<file path="src/rtl/iq_freeze_fsm.sv">
// iq_freeze_fsm
//   Controls when the IQ compensator may adapt its weights. The controller
//   waits for a run of signal-present cycles, lets the compensator adapt, and
//   freezes the weights once they have settled or the adapt window has run
//   out. Losing the signal while adapting returns to detection.
//
// Ports
//   clk            clock
//   RESETn         synchronous, active-low reset
//   enable         block enable (level); low forces IDLE and clears flags
//   restart        single-cycle request to re-acquire
//   Iy, Qy         signed 4-bit compensated IQ samples
//   Wr, Wj         signed 13-bit compensator weights
//   freeze_iqcomp  1 = compensator holds its weights (0 only in ADAPT)
//   fsm_state      IDLE=00, DETECT=01, ADAPT=10, FROZEN=11
//   settled        sticky, set on a settle-based freeze
//   timeout        sticky, set on a timeout-based freeze
//   start_det      one-cycle pulse in the first ADAPT cycle
module iq_freeze_fsm #(
  parameter int ENERGY_TH  = 8,
  parameter int ACT_CNT    = 16,
  parameter int SETTLE_TOL = 4,
  parameter int SETTLE_CNT = 64,
  parameter int TIMEOUT    = 4095,
  parameter int LOSS_CNT   = 32
) (
  input  logic               clk,
  input  logic               RESETn,
  input  logic               enable,
  input  logic               restart,
  input  logic signed [3:0]  Iy,
  input  logic signed [3:0]  Qy,
  input  logic signed [12:0] Wr,
  input  logic signed [12:0] Wj,
  output logic               freeze_iqcomp,
  output logic [1:0]         fsm_state,
  output logic               settled,
  output logic               timeout,
  output logic               start_det
);

  typedef enum logic [1:0] {
    IDLE   = 2'b00,
    DETECT = 2'b01,
    ADAPT  = 2'b10,
    FROZEN = 2'b11
  } state_t;

  localparam int ACT_W  = (ACT_CNT    > 1) ? $clog2(ACT_CNT)    : 1;
  localparam int SET_W  = (SETTLE_CNT > 1) ? $clog2(SETTLE_CNT) : 1;
  localparam int LOSS_W = (LOSS_CNT   > 1) ? $clog2(LOSS_CNT)   : 1;

  localparam logic [ACT_W-1:0]  ACT_TERM  = ACT_W'(ACT_CNT - 1);
  localparam logic [SET_W-1:0]  SET_TERM  = SET_W'(SETTLE_CNT - 1);
  localparam logic [LOSS_W-1:0] LOSS_TERM = LOSS_W'(LOSS_CNT - 1);
  localparam logic [15:0]       TO_TERM   = 16'(TIMEOUT - 1);
  localparam logic [7:0]        ETH       = 8'(ENERGY_TH);
  localparam logic [13:0]       TOL       = 14'(SETTLE_TOL);

  state_t             state_q;
  logic [ACT_W-1:0]   act_q,  act_d;
  logic [SET_W-1:0]   set_q,  set_d;
  logic [LOSS_W-1:0]  loss_q, loss_d;
  logic [15:0]        to_q,   to_d;
  logic [12:0]        wr_prev_q, wj_prev_q;
  logic               settled_q, timeout_q, start_det_q;

  // Signal energy: each square is at most 64, so the sum fits 8 bits unsigned.
  logic signed [7:0] iy_ext, qy_ext, iy_sq, qy_sq;
  logic [7:0]        energy;
  logic              present;

  assign iy_ext  = {{4{Iy[3]}}, Iy};
  assign qy_ext  = {{4{Qy[3]}}, Qy};
  assign iy_sq   = iy_ext * iy_ext;
  assign qy_sq   = qy_ext * qy_ext;
  assign energy  = iy_sq + qy_sq;
  assign present = (energy >= ETH);

  // Weight deltas in 14 bits so a full-range swing cannot overflow.
  logic [13:0] dwr, dwj, adwr, adwj;
  logic        stable;

  assign dwr    = {Wr[12], Wr} - {wr_prev_q[12], wr_prev_q};
  assign dwj    = {Wj[12], Wj} - {wj_prev_q[12], wj_prev_q};
  assign adwr   = dwr[13] ? (~dwr + 14'd1) : dwr;
  assign adwj   = dwj[13] ? (~dwj + 14'd1) : dwj;
  assign stable = (adwr <= TOL) && (adwj <= TOL);

  // Saturating increments; the FSM decides when to use or clear them.
  assign act_d  = (act_q  == ACT_TERM)  ? act_q  : act_q  + ACT_W'(1);
  assign set_d  = (set_q  == SET_TERM)  ? set_q  : set_q  + SET_W'(1);
  assign loss_d = (loss_q == LOSS_TERM) ? loss_q : loss_q + LOSS_W'(1);
  assign to_d   = (to_q   == TO_TERM)   ? to_q   : to_q   + 16'd1;

  always_ff @(posedge clk) begin
    start_det_q <= 1'b0;
    if (!RESETn) begin
      state_q   <= IDLE;
      act_q     <= '0;
      set_q     <= '0;
      loss_q    <= '0;
      to_q      <= '0;
      wr_prev_q <= '0;
      wj_prev_q <= '0;
      settled_q <= 1'b0;
      timeout_q <= 1'b0;
    end else begin
      wr_prev_q <= Wr;
      wj_prev_q <= Wj;
      if (!enable) begin
        state_q   <= IDLE;
        act_q     <= '0;
        set_q     <= '0;
        loss_q    <= '0;
        to_q      <= '0;
        settled_q <= 1'b0;
        timeout_q <= 1'b0;
      end else begin
        case (state_q)
          IDLE: begin
            act_q   <= '0;
            set_q   <= '0;
            loss_q  <= '0;
            to_q    <= '0;
            state_q <= DETECT;
          end
          DETECT: begin
            if (restart) begin
              act_q <= '0;
            end else if (present) begin
              if (act_q == ACT_TERM) begin
                state_q     <= ADAPT;
                start_det_q <= 1'b1;
                act_q       <= '0;
                set_q       <= '0;
                loss_q      <= '0;
                to_q        <= '0;
              end else begin
                act_q <= act_d;
              end
            end else begin
              act_q <= '0;
            end
          end
          ADAPT: begin
            // Exit priority: restart, then settle, timeout, loss.
            if (restart || (stable && set_q == SET_TERM) || (to_q == TO_TERM)
                || (!present && loss_q == LOSS_TERM)) begin
              act_q  <= '0;
              set_q  <= '0;
              loss_q <= '0;
              to_q   <= '0;
              if (restart) begin
                state_q <= DETECT;
              end else if (stable && set_q == SET_TERM) begin
                state_q   <= FROZEN;
                settled_q <= 1'b1;
              end else if (to_q == TO_TERM) begin
                state_q   <= FROZEN;
                timeout_q <= 1'b1;
              end else begin
                state_q <= DETECT;
              end
            end else begin
              set_q  <= stable  ? set_d  : '0;
              loss_q <= present ? '0     : loss_d;
              to_q   <= to_d;
            end
          end
          FROZEN: begin
            if (restart) begin
              state_q   <= DETECT;
              settled_q <= 1'b0;
              timeout_q <= 1'b0;
              act_q     <= '0;
            end
          end
          default: state_q <= IDLE;
        endcase
      end
    end
  end

  assign freeze_iqcomp = (state_q != ADAPT);
  assign fsm_state     = state_q;
  assign settled       = settled_q;
  assign timeout       = timeout_q;
  assign start_det     = start_det_q;

endmodule

</file>
<file path="config.mk">
export PLATFORM = sky130hd
export DESIGN_NAME = iq_freeze_fsm
export DESIGN_NICKNAME = d
export VERILOG_FILES = /design/src/rtl/iq_freeze_fsm.sv
export SDC_FILE = /design/constraint.sdc
export NUM_CORES = 1
export LEC_CHECK = 0
export CAP_MARGIN = 20
export CORE_MARGIN = 4
export CORE_UTILIZATION = 60
export CTS_CLUSTER_DIAMETER = 200
export DETAILED_ROUTE_END_ITERATION = 16
export GPL_TIMING_DRIVEN = 0
export MAX_ROUTING_LAYER = met4
export PLACE_DENSITY = 0.83
export SKIP_CTS_REPAIR_TIMING = 1
export SYNTH_ARGS = -nofsm -noshare
export SYNTH_HDL_FRONTEND = slang
export SYNTH_SLANG_ARGS = --single-unit
</file>
<file path="constraint.sdc">
create_clock -name clk -period 8.2 [get_ports clk]
set_input_delay 1.64 -clock clk [delete_from_list [all_inputs] [get_ports clk]]
set_output_delay 1.64 -clock clk [all_outputs]
set_load 0.02 [all_outputs]
</file>
== Yosys cells after proc, flatten, opt, wreduce, memory -nomap -nowiden ==
Index checks and enable logic that the tools add are counted.

* Mux-type cells: 48
* Div/mod/pow operators: 0
* Shift-type cells: 0
* Reduce and logical (&&, ||, !) cells: 19
* Multiply operators: 2
* $add $sub $neg: 9
* Bitwise logic cells: 6
* Eq/ne operators: 20
* Magnitude comparators: 3

{| class="wikitable"
|+ Operators with widths
! operator !! number
|-
| 2-to-1 mux 16 bit || 5
|-
| case mux 16 bit (3 select lines) || 1
|-
| 2-to-1 mux 6 bit || 6
|-
| 2-to-1 mux 5 bit || 6
|-
| adder 14 x 1 -> 14 bit (second input constant) || 2
|-
| <= comparator 14 x 3 -> 1 bit (second input constant) || 2
|-
| 2-to-1 mux 14 bit || 2
|-
| NOT 14 bit || 2
|-
| subtractor 13 x 13 -> 14 bit || 2
|-
| AND reduction 5 bit || 5
|-
| 2-to-1 mux 4 bit || 5
|-
| inequality test 2 bit (second input constant) || 10
|-
| case mux 6 bit (3 select lines) || 1
|-
| adder 16 x 1 -> 16 bit (second input constant) || 1
|-
| == test 16 x 12 -> 1 bit (second input constant) || 1
|-
| multiplier 4 x 4 -> 8 bit || 2
|-
| 2-to-1 mux 2 bit || 8
|-
| case mux 4 bit (4 select lines) || 1
|-
| case mux 5 bit (3 select lines) || 1
|-
| 2-to-1 mux 1 bit || 9
|-
| adder 8 bit || 1
|-
| >= comparator 8 x 4 -> 1 bit (second input constant) || 1
|-
| inequality test 4 bit (second input constant) || 2
|-
| case mux 2 bit (4 select lines) || 1
|-
| 20 further kinds || 30
|}

* Memories: 0
* Word-level logic and storage cells: 117
* Bits in writable memories: 0
* Latch bits: 0
* Flip-flop bits (word level): 62
* Memory bits (read-only): 0

== Longest topological paths before layout ==
Gate-level depths: netlist (run 1).

* Depth in word-level cells: 12
* Mapped depth: 23
* Mapped depth without buffers: 22

== Worst setup path after synthesis (run 1) ==
OpenSTA, ideal clock, no wires.

* Kind: input-to-reg
* Start: in Qy[0]
* End: reg act_q[3]
* Buffers on the path: 1
* Data required time: 8086 ps
* Arrival time: 6598 ps
* Setup slack: 1488 ps
* Stages on the path: 20
* Cell sequence: ha_1 > fa_1 > fa_1 > fa_1 > inv_1 > fa_1 > inv_1 > ha_1 > nor2b_1 > a21boi_0 > nor2b_1 > o31ai_1 > a31o_2 > a21oi_1 > or3_1 > clkbuf_1 > nor2_1 > or4_1 > o2111a_1 > a21o_1

* Cells in the longest elaborated chain, start to end: 8
* Elaborated cells between the ends (all ways): 11

{| class="wikitable"
|+ RTL lines
! what !! line !! RTL
|-
| start, declared || 32 || <nowiki>input logic signed [3:0] Qy,</nowiki>
|-
| multiplier 4 x 4 -> 8 bit * || 76 || <nowiki>assign qy_sq = qy_ext * qy_ext;</nowiki>
|-
| adder 8 bit * || 77 || <nowiki>assign energy = iy_sq + qy_sq;</nowiki>
|-
| >= comparator 8 x 4 -> 1 bit * || 78 || <nowiki>assign present = (energy >= ETH);</nowiki>
|-
| logical NOT 1 bit || 149 || <nowiki>|| (!present && loss_q == LOSS_TERM)) begin</nowiki>
|-
| logical AND 1 bit || 149 ||
|-
| logical OR 1 bit || 149 ||
|-
| inequality test 2 bit (no line) || - ||
|-
| AND reduction 2 bit (no line) || - ||
|-
| end signal, assigned || 140 || <nowiki>act_q <= act_d;</nowiki>
|-
| end, declared || 61 || <nowiki>logic [ACT_W-1:0] act_q, act_d;</nowiki>
|}

Mark *: on every way between the ends. The rest lies on a longest branch, timed or not.
A chain may end at the register's enable or synchronous reset.

== Worst setup path after layout (run 1) ==
* Start: in Qy[0]
* End: reg set_q[4]

* Cells in the longest elaborated chain, start to end: 8
* Elaborated cells between the ends (all ways): 11

{| class="wikitable"
|+ RTL lines
! what !! line !! RTL
|-
| multiplier 4 x 4 -> 8 bit * || 76 ||
|-
| adder 8 bit * || 77 ||
|-
| >= comparator 8 x 4 -> 1 bit * || 78 ||
|-
| logical NOT 1 bit || 149 ||
|-
| logical AND 1 bit || 149 ||
|-
| logical OR 1 bit || 149 ||
|-
| inequality test 4 bit (no line) / 2-to-1 mux 6 bit (equally long branches) || - ||
|-
| AND reduction 5 bit (no line) / case mux 6 bit (3 select lines) (equally long branches) || - ||
|-
| end signal, assigned || 166 || <nowiki>set_q <= stable ? set_d : '0;</nowiki>
|-
| end, declared || 62 || <nowiki>logic [SET_W-1:0] set_q, set_d;</nowiki>
|}

Marked as above.

==> results of run 1 <==
==> registers in the layout, indices dropped and copies added, names as in the netlist <==
name	count
to_q	16
wj_prev_q	13
wr_prev_q	13
set_q	6
loss_q	5
act_q	4
fsm_state	2
settled	1
start_det	1
timeout	1
==> worst register-to-register path, delay by kind of cell, from the launching register on <==
family          cells  cell delay [ps]
buf+inv             2              220
simple gates        5             1780
flops               1              320
xor+xnor            1              230
fa+ha+maj           2              590
mux                 1              360
compound gates      4             1080
==> metal layers <==
layer / GRT usage / share of wire / up-vias
li1: - / - / 2672
met2: 0.433 / 0.51 / 110
met4: 0.0804 / 0.017 / 0
met5: - / 0 / -
met3: 0.0366 / 0.038 / 27
met1: 0.286 / 0.43 / 2525
==> worst min-delay path by stage <==
stage                     cells past startpoint                     end                    from  slack, ps
after floorplan                               2  loss_q[4]$_SDFFE_PN0P_  loss_q[4]$_SDFFE_PN0P_        440
after global placement                        2  loss_q[4]$_SDFFE_PN0P_  loss_q[4]$_SDFFE_PN0P_        440
after detailed placement                      2  loss_q[4]$_SDFFE_PN0P_  loss_q[4]$_SDFFE_PN0P_        450
after CTS                                     2  loss_q[4]$_SDFFE_PN0P_  loss_q[4]$_SDFFE_PN0P_        460
after global routing                          2  loss_q[4]$_SDFFE_PN0P_  loss_q[4]$_SDFFE_PN0P_        500
final                                         2  loss_q[4]$_SDFFE_PN0P_  loss_q[4]$_SDFFE_PN0P_        460
==> layout by cell type (no fill, tap or decap), drive strengths merged, types with 7 or more instances in the layout <==
cell type	instances
a211oi	10
a21o	12
a21oi	48
and2	37
and3	9
clkbuf	18
clkdlybuf4s50	42
dfxtp	62
fa	23
ha	60
inv	85
nand2	63
nand2b	8
nand3	31
nand4	7
nor2	52
nor2b	10
nor3	10
nor4	8
o211ai	7
o21ai	16
or2	10
or3	8
xnor2	17
xor2	23
==> final cells by class <==
class	instances	share of cell area
Sequential cell	62	0.183
Buffer	15	0.0113
Clock buffer	9	0.0183
Inverter	82	0.0455
Multi-Input combinational cell	570	0.635
Timing Repair Buffer	43	0.0640
Clock inverter	7	0.0189
Tap cell	129	0.0239
==> kinds of logic (layout without fill, tap and decap cells) <==
group | Yosys count | in the layout
compound gates | 162 | 162
xor+xnor | 40 | 40
fa+ha+maj | 83 | 83
buf+inv | 97 | 156
flops | 62 | 62
mux | 6 | 6
simple gates | 279 | 279
==> per-stage QoR <==
step	cell area [um^2]	setup slack [ps]	power [uW]
2_1_floorplan	5920	1490	710
3_3_place_gp	6510	120	798
3_5_place_dp	6510	-94.0	827
4_1_cts	6760	206	1180
5_1_grt	6770	54.2	1260
6_report	6770	478	1180
==> power by group <==
| group | switching, uW | internal [uW] |
|---|---|---|
| Combinational | 293 | 225 |
| Sequential | 2.69 | 308 |
| Clock | 141 | 207 |
==> run_results.csv, run 1 <==
group,metric,value,unit
critical_path,max_stage_delay,620,ps
critical_path,path_cells,"clkdlybuf4s50_1, ha_1, fa_1, fa_1, fa_1, inv_1, fa_1, inv_1, ha_1, nor2b_1, a21boi_0, nor2b_1, o31ai_1, a31o_2, a21oi_1, o22a_1, clkbuf_2, buf_1, nand2_1, a21oi_1",
critical_path,reg2regPathDepth,15,
placement,routabilityCongestion,0.919,
yosys,ys_types,80,
placement,dp_hpwl,10.2,mm
critical_path,crit_arrival,8000,ps
finish,final_cells,917,
global_route,grt_pass1_wl,23.0,mm
placement,dp_cells,901,
drt,vias,5334,
yosys,syn-cell-area,0.00592,mm^2
sta,setup_viol,0,
drt,viasPerCell,5.82,
yosys,synthMuxAreaShare,0.0110,
sta,rsz0062_at_grt,"false",
finish,n_antenna_cell,0,
sta,worst_pin_slew,846,ps
finish,fin_util,0.719,
global_route,grt.total_usage,0.245,
finish,drive_above_1_share,0.0685,
cts,worstSkewPairLatency,360,ps
cts,cts_buffers,9,
floorplan,die_h,107,um
floorplan,row_count,35,
yosys,synthXorXnorAreaFrac,0.0592,
critical_path,cp_top_family,"adder cells",
floorplan,start_util,0.629,
yosys,synthAdderAreaFrac,0.205,
sta,slew_violations,0,
yosys,synth_top_cell_by_area,"dfxtp_1",
cts,clk_path_buf_depth,2,
yosys,netlist_top_cells_area,"dfxtp_1 21%, ha_1 13%, fa_1 7.8%, inv_1 5.2%, nand2_1 3.9%",
yosys,post_synth.cell_area_avg,8.12,um^2
yosys,synth_top_family_by_area,"simple AND/OR/NAND/NOR gates",
sta,holdWs,463,ps
cts,clock-sinks,62,
critical_path,rrSetupSlack,3490,ps
power_and_ir_drop,ir_drop,0.116,mV
yosys,synth_enable_flop_cells,0,
sta,max_freq,130,MHz
yosys,synth_fp_nets,850,
yosys,synth_ff_type,"dfxtp_1",
finish,final_nets,904,
critical_path,worstReg2RegStart,"wj_prev_q[0]$_SDFF_PN0_",
cts,cts_root_buffer,"clkbuf_8",
worst_hold_path,hold_path.class,"register to register",
yosys,synth_compound_area_frac,0.197,
yosys,synth_top_area_frac,0.210,
finish,seqCellArea,0.00124,mm^2
critical_path,path_class,"input port to register",
critical_path,cp_slowest_cell,"clkdlybuf4s50_1",
yosys,synthSimpleGateAreaFrac,0.253,
critical_path,cpMostUsedCell,"fa_1",
drt,wl_per_cell,14.2,um
drt,drt_pass1_iterations,5,
finish,multi_input_area,0.00429,mm^2
sta,slew_headroom,0.429,
critical_path,path_buf_inv,5,
drt,drc,0,
critical_path,cp_num_cells,20,
yosys,ys_async_sr_fraction,0,
finish,num-fill-cells,789,
drt,antenna_left,0,
sta,tns,0,ps
critical_path,timing.rr.end,"act_q[1]$_SDFFE_PN0P_",
yosys,synthCells,729,
critical_path,cp-end-kind,"register",
placement,io_buffer_count,43,
flow_run,drv_cap,0,
cts,clk_pin_slew,80,ps
floorplan,die_area,0.0115,mm^2
yosys,yosysWarnings,0,
floorplan,die_width,107,um
yosys,ys_ff_latch,62,
cts,cts_tree,"yes",
critical_path,crit_start,"Qy[0]",
global_route,grt_max_degree,15,
cts,cts-htree-levels,3,
power_and_ir_drop,power.density,174,mW/mm^2
yosys,seq_area_frac_synth,0.210,
critical_path,endpoint,"set_q[4]$_SDFFE_PN0P_",
floorplan,ioPinCount,44,
drt,wirelength,13.0,mm
critical_path,cp-start-kind,"input port",
critical_path,cp.required,8470,ps
outcome,status,"completed",
yosys,yosys-top-cells-count,"82 x inv_1, 62 x dfxtp_1, 62 x nand2_1, 60 x ha_1, 52 x nor2_1",
power_and_ir_drop,p_leak,0.00278,uW
yosys,yosysMostFrequentCell,"inv_1",
critical_path,crit_fanout,10,
floorplan,core_area,0.00942,mm^2
sta,period_share,0.942,
finish,area_growth,14.3,%
global_route,antenna_found_initial,0,
global_route,overflow,0,
sta,finalHoldViolations,0,
sta,clock_skew,16.5,ps
sta,period_minus_slack,7720,ps
global_route,grt_pass1_vias,5317,
drt,drt_iter0_drc,247,
Power figures use the tool's default switching activity.
==> run 2, diff against run 1 <==
CAP_MARGIN = 15   (was 20)
CORE_ASPECT_RATIO = 1.1   (was not set)
clock period = 9.61 ns   (was 8.2 ns; I/O delays follow)
==> run_results.csv, run 2 (synthesized netlist as in run 1, its figures left out) <==
group,metric,value,unit
critical_path,crit_arrival,8580,ps
critical_path,cpMostUsedCell,"fa_1",
flow_run,drv_cap,0,
cts,cts_root_buffer,"clkbuf_8",
global_route,grtUsageMet3,0.0466,
cts,cts-htree-levels,3,
critical_path,crit_fanout,14,
finish,num-fill-cells,738,
placement,placed_area,0.00649,mm^2
finish,largest_reg_flops,16,
global_route,antenna_found_initial,0,
drt,drc,0,
outcome,status,"completed",
cts,worstSkewPairLatency,350,ps
drt,wl_per_cell,14.1,um
finish,mostFrequentLayoutCell,"inv_1",
finish,drive_above_1_share,0.0661,
cts,clk_path_buf_depth,2,
cts,clk_pin_slew,70,ps
global_route,grt_max_degree,15,
sta,tns,0,ps
critical_path,cp_num_cells,20,
placement,dp_hpwl,10.0,mm
sta,slew_violations,0,
placement,io_buffer_count,43,
sta,period_share,0.864,
critical_path,cp_slowest_cell,"clkdlybuf4s50_1",
sta,holdWs,474,ps
finish,area_growth,13.3,%
global_route,grt.total_usage,0.238,
global_route,overflow,0,
floorplan,die_h,112,um
sta,rsz0062_at_grt,"false",
sta,finalHoldViolations,0,
sta,period_minus_slack,8310,ps
cts,clock-sinks,62,
sta,slew_headroom,0.409,
worst_hold_path,worstHoldPathCells,2,
drt,drt_iter0_drc,192,
critical_path,crit_start,"Qy[3]",
critical_path,path_class,"input port to register",
finish,mostFrequentLayoutCells,"82 x inv_1, 62 x nand2_1, 62 x dfxtp_1",
power_and_ir_drop,power.density,142,mW/mm^2
critical_path,path_buf_inv,5,
power_and_ir_drop,ir_drop,0.0840,mV
global_route,grt.met1_usage,0.274,
finish,fin_util,0.707,
critical_path,path_cells,"clkdlybuf4s50_1, ha_1, fa_1, fa_1, fa_1, inv_1, fa_1, inv_1, ha_1, nor2b_1, a21boi_0, nor2b_1, o31ai_1, a31o_2, a21oi_1, o22a_1, clkbuf_1, clkbuf_1, nand2_1, a21oi_1",
finish,largest_register,"to_q",
cts,cts_buffers,9,
critical_path,max_stage_delay,800,ps
critical_path,worstReg2RegStart,"wj_prev_q[0]$_SDFF_PN0_",
global_route,busiest_layer,"met2",
floorplan,row_count,37,
critical_path,cp.required,9890,ps
drt,drt_pass1_iterations,5,
finish,final_nets,904,
worst_hold_path,hp-start,"loss_q[4]$_SDFFE_PN0P_",
critical_path,cp_top_family,"adder cells",
finish,reg.largest.list,"to_q (16), wj_prev_q (13), wr_prev_q (13)",
worst_hold_path,hold_path.class,"register to register",
floorplan,start_util,0.624,
critical_path,reg2regPathDepth,15,
drt,wirelength,12.8,mm
drt,viasPerCell,6.00,
finish,n_antenna_cell,0,
placement,dp_cells,889,
placement,routabilityCongestion,0.903,
drt,antenna_left,0,
floorplan,ioPinCount,44,
power_and_ir_drop,p_leak,0.00275,uW
sta,setup_viol,0,
floorplan,die_width,103,um
sta,max_freq,120,MHz
sta,clock_skew,13.3,ps
finish,design_area,0.00671,mm^2
sta,worst_pin_slew,875,ps
global_route,grt_pass1_vias,5300,
floorplan,die_area,0.0115,mm^2
global_route,grt_pass1_wl,22.3,mm
finish,final_cells,904,
critical_path,cp-start-kind,"input port",
cts,cts_tree,"yes",
drt,vias,5421,
floorplan,core_area,0.00949,mm^2
global_route,use_met2,0.407,
critical_path,cp-end-kind,"register",
## run 2: cell count changes in the layout (fill, tap and decap cells not counted), sizes merged
| cell | previous run | this run |
|---|---|---|
| buf | 6 | 5 |
| bufinv | 3 | 2 |
| clkinvlp | 0 | 1 |
| clkinv | 1 | 2 |
| inv | 85 | 83 |
| dlymetal6s2s | 1 | 0 |
| clkbuf | 18 | 19 |
| clkdlybuf4s50 | 42 | 43 |
## run 2: per-stage QoR
| step | setup slack [ps] | power [uW] |
|---|---|---|
| global placement | 1250 | 680 |
| global route | 945 | 1030 |
| floorplan | 2620 | 606 |
| CTS | 1310 | 955 |
| finish | 1300 | 951 |
| detailed placement | 975 | 701 |
## run 2: power by group
part	switching [uW]	internal (uW)
clock	107	144
sequential	2.33	263
combinational	243	191
total	352	599
## run 2: metal layers
metal | wire length [um] | up-vias
met5 | 0 | -
met2 | 6500 | 124
met1 | 5410 | 2583
li1 | - | 2682
met3 | 523 | 32
met4 | 329 | 0
## run 2: worst paths after layout
check / endpoint / slack [ps]
max reg2reg: fsm_state[0]$_SDFFE_PN0P_ / 4950
min reg2reg: loss_q[4]$_SDFFE_PN0P_ / 470
max: set_q[3]$_SDFFE_PN0P_ / 1300
min: loss_q[4]$_SDFFE_PN0P_ / 470
## run 2: layout make-up
class | count | area (um^2) | area share
clock inverters | 6 | 86.3 | 0.0129
flip-flops and latches | 62 | 1240 | 0.185
multi-input cells | 570 | 4290 | 0.640
clock buffers | 9 | 124 | 0.0185
plain buffers | 15 | 75.1 | 0.0112
inverters | 82 | 308 | 0.0459
well taps | 117 | 146 | 0.0218
repair buffers | 43 | 430 | 0.0642
## run 2: worst min-delay path, cell delays in order (launching register included)
cell and delay (ps):
dfxtp_1 320, nand2_1 60, a21oi_1 50
==> run 3, diff against run 2 <==
ABC_CLOCK_PERIOD_IN_PS = 9610   (was not set)
TNS_END_PERCENT = 20   (was not set)
==> results of run 3 <==
The final DEF is identical to that of run 2; final timing and power are the same.
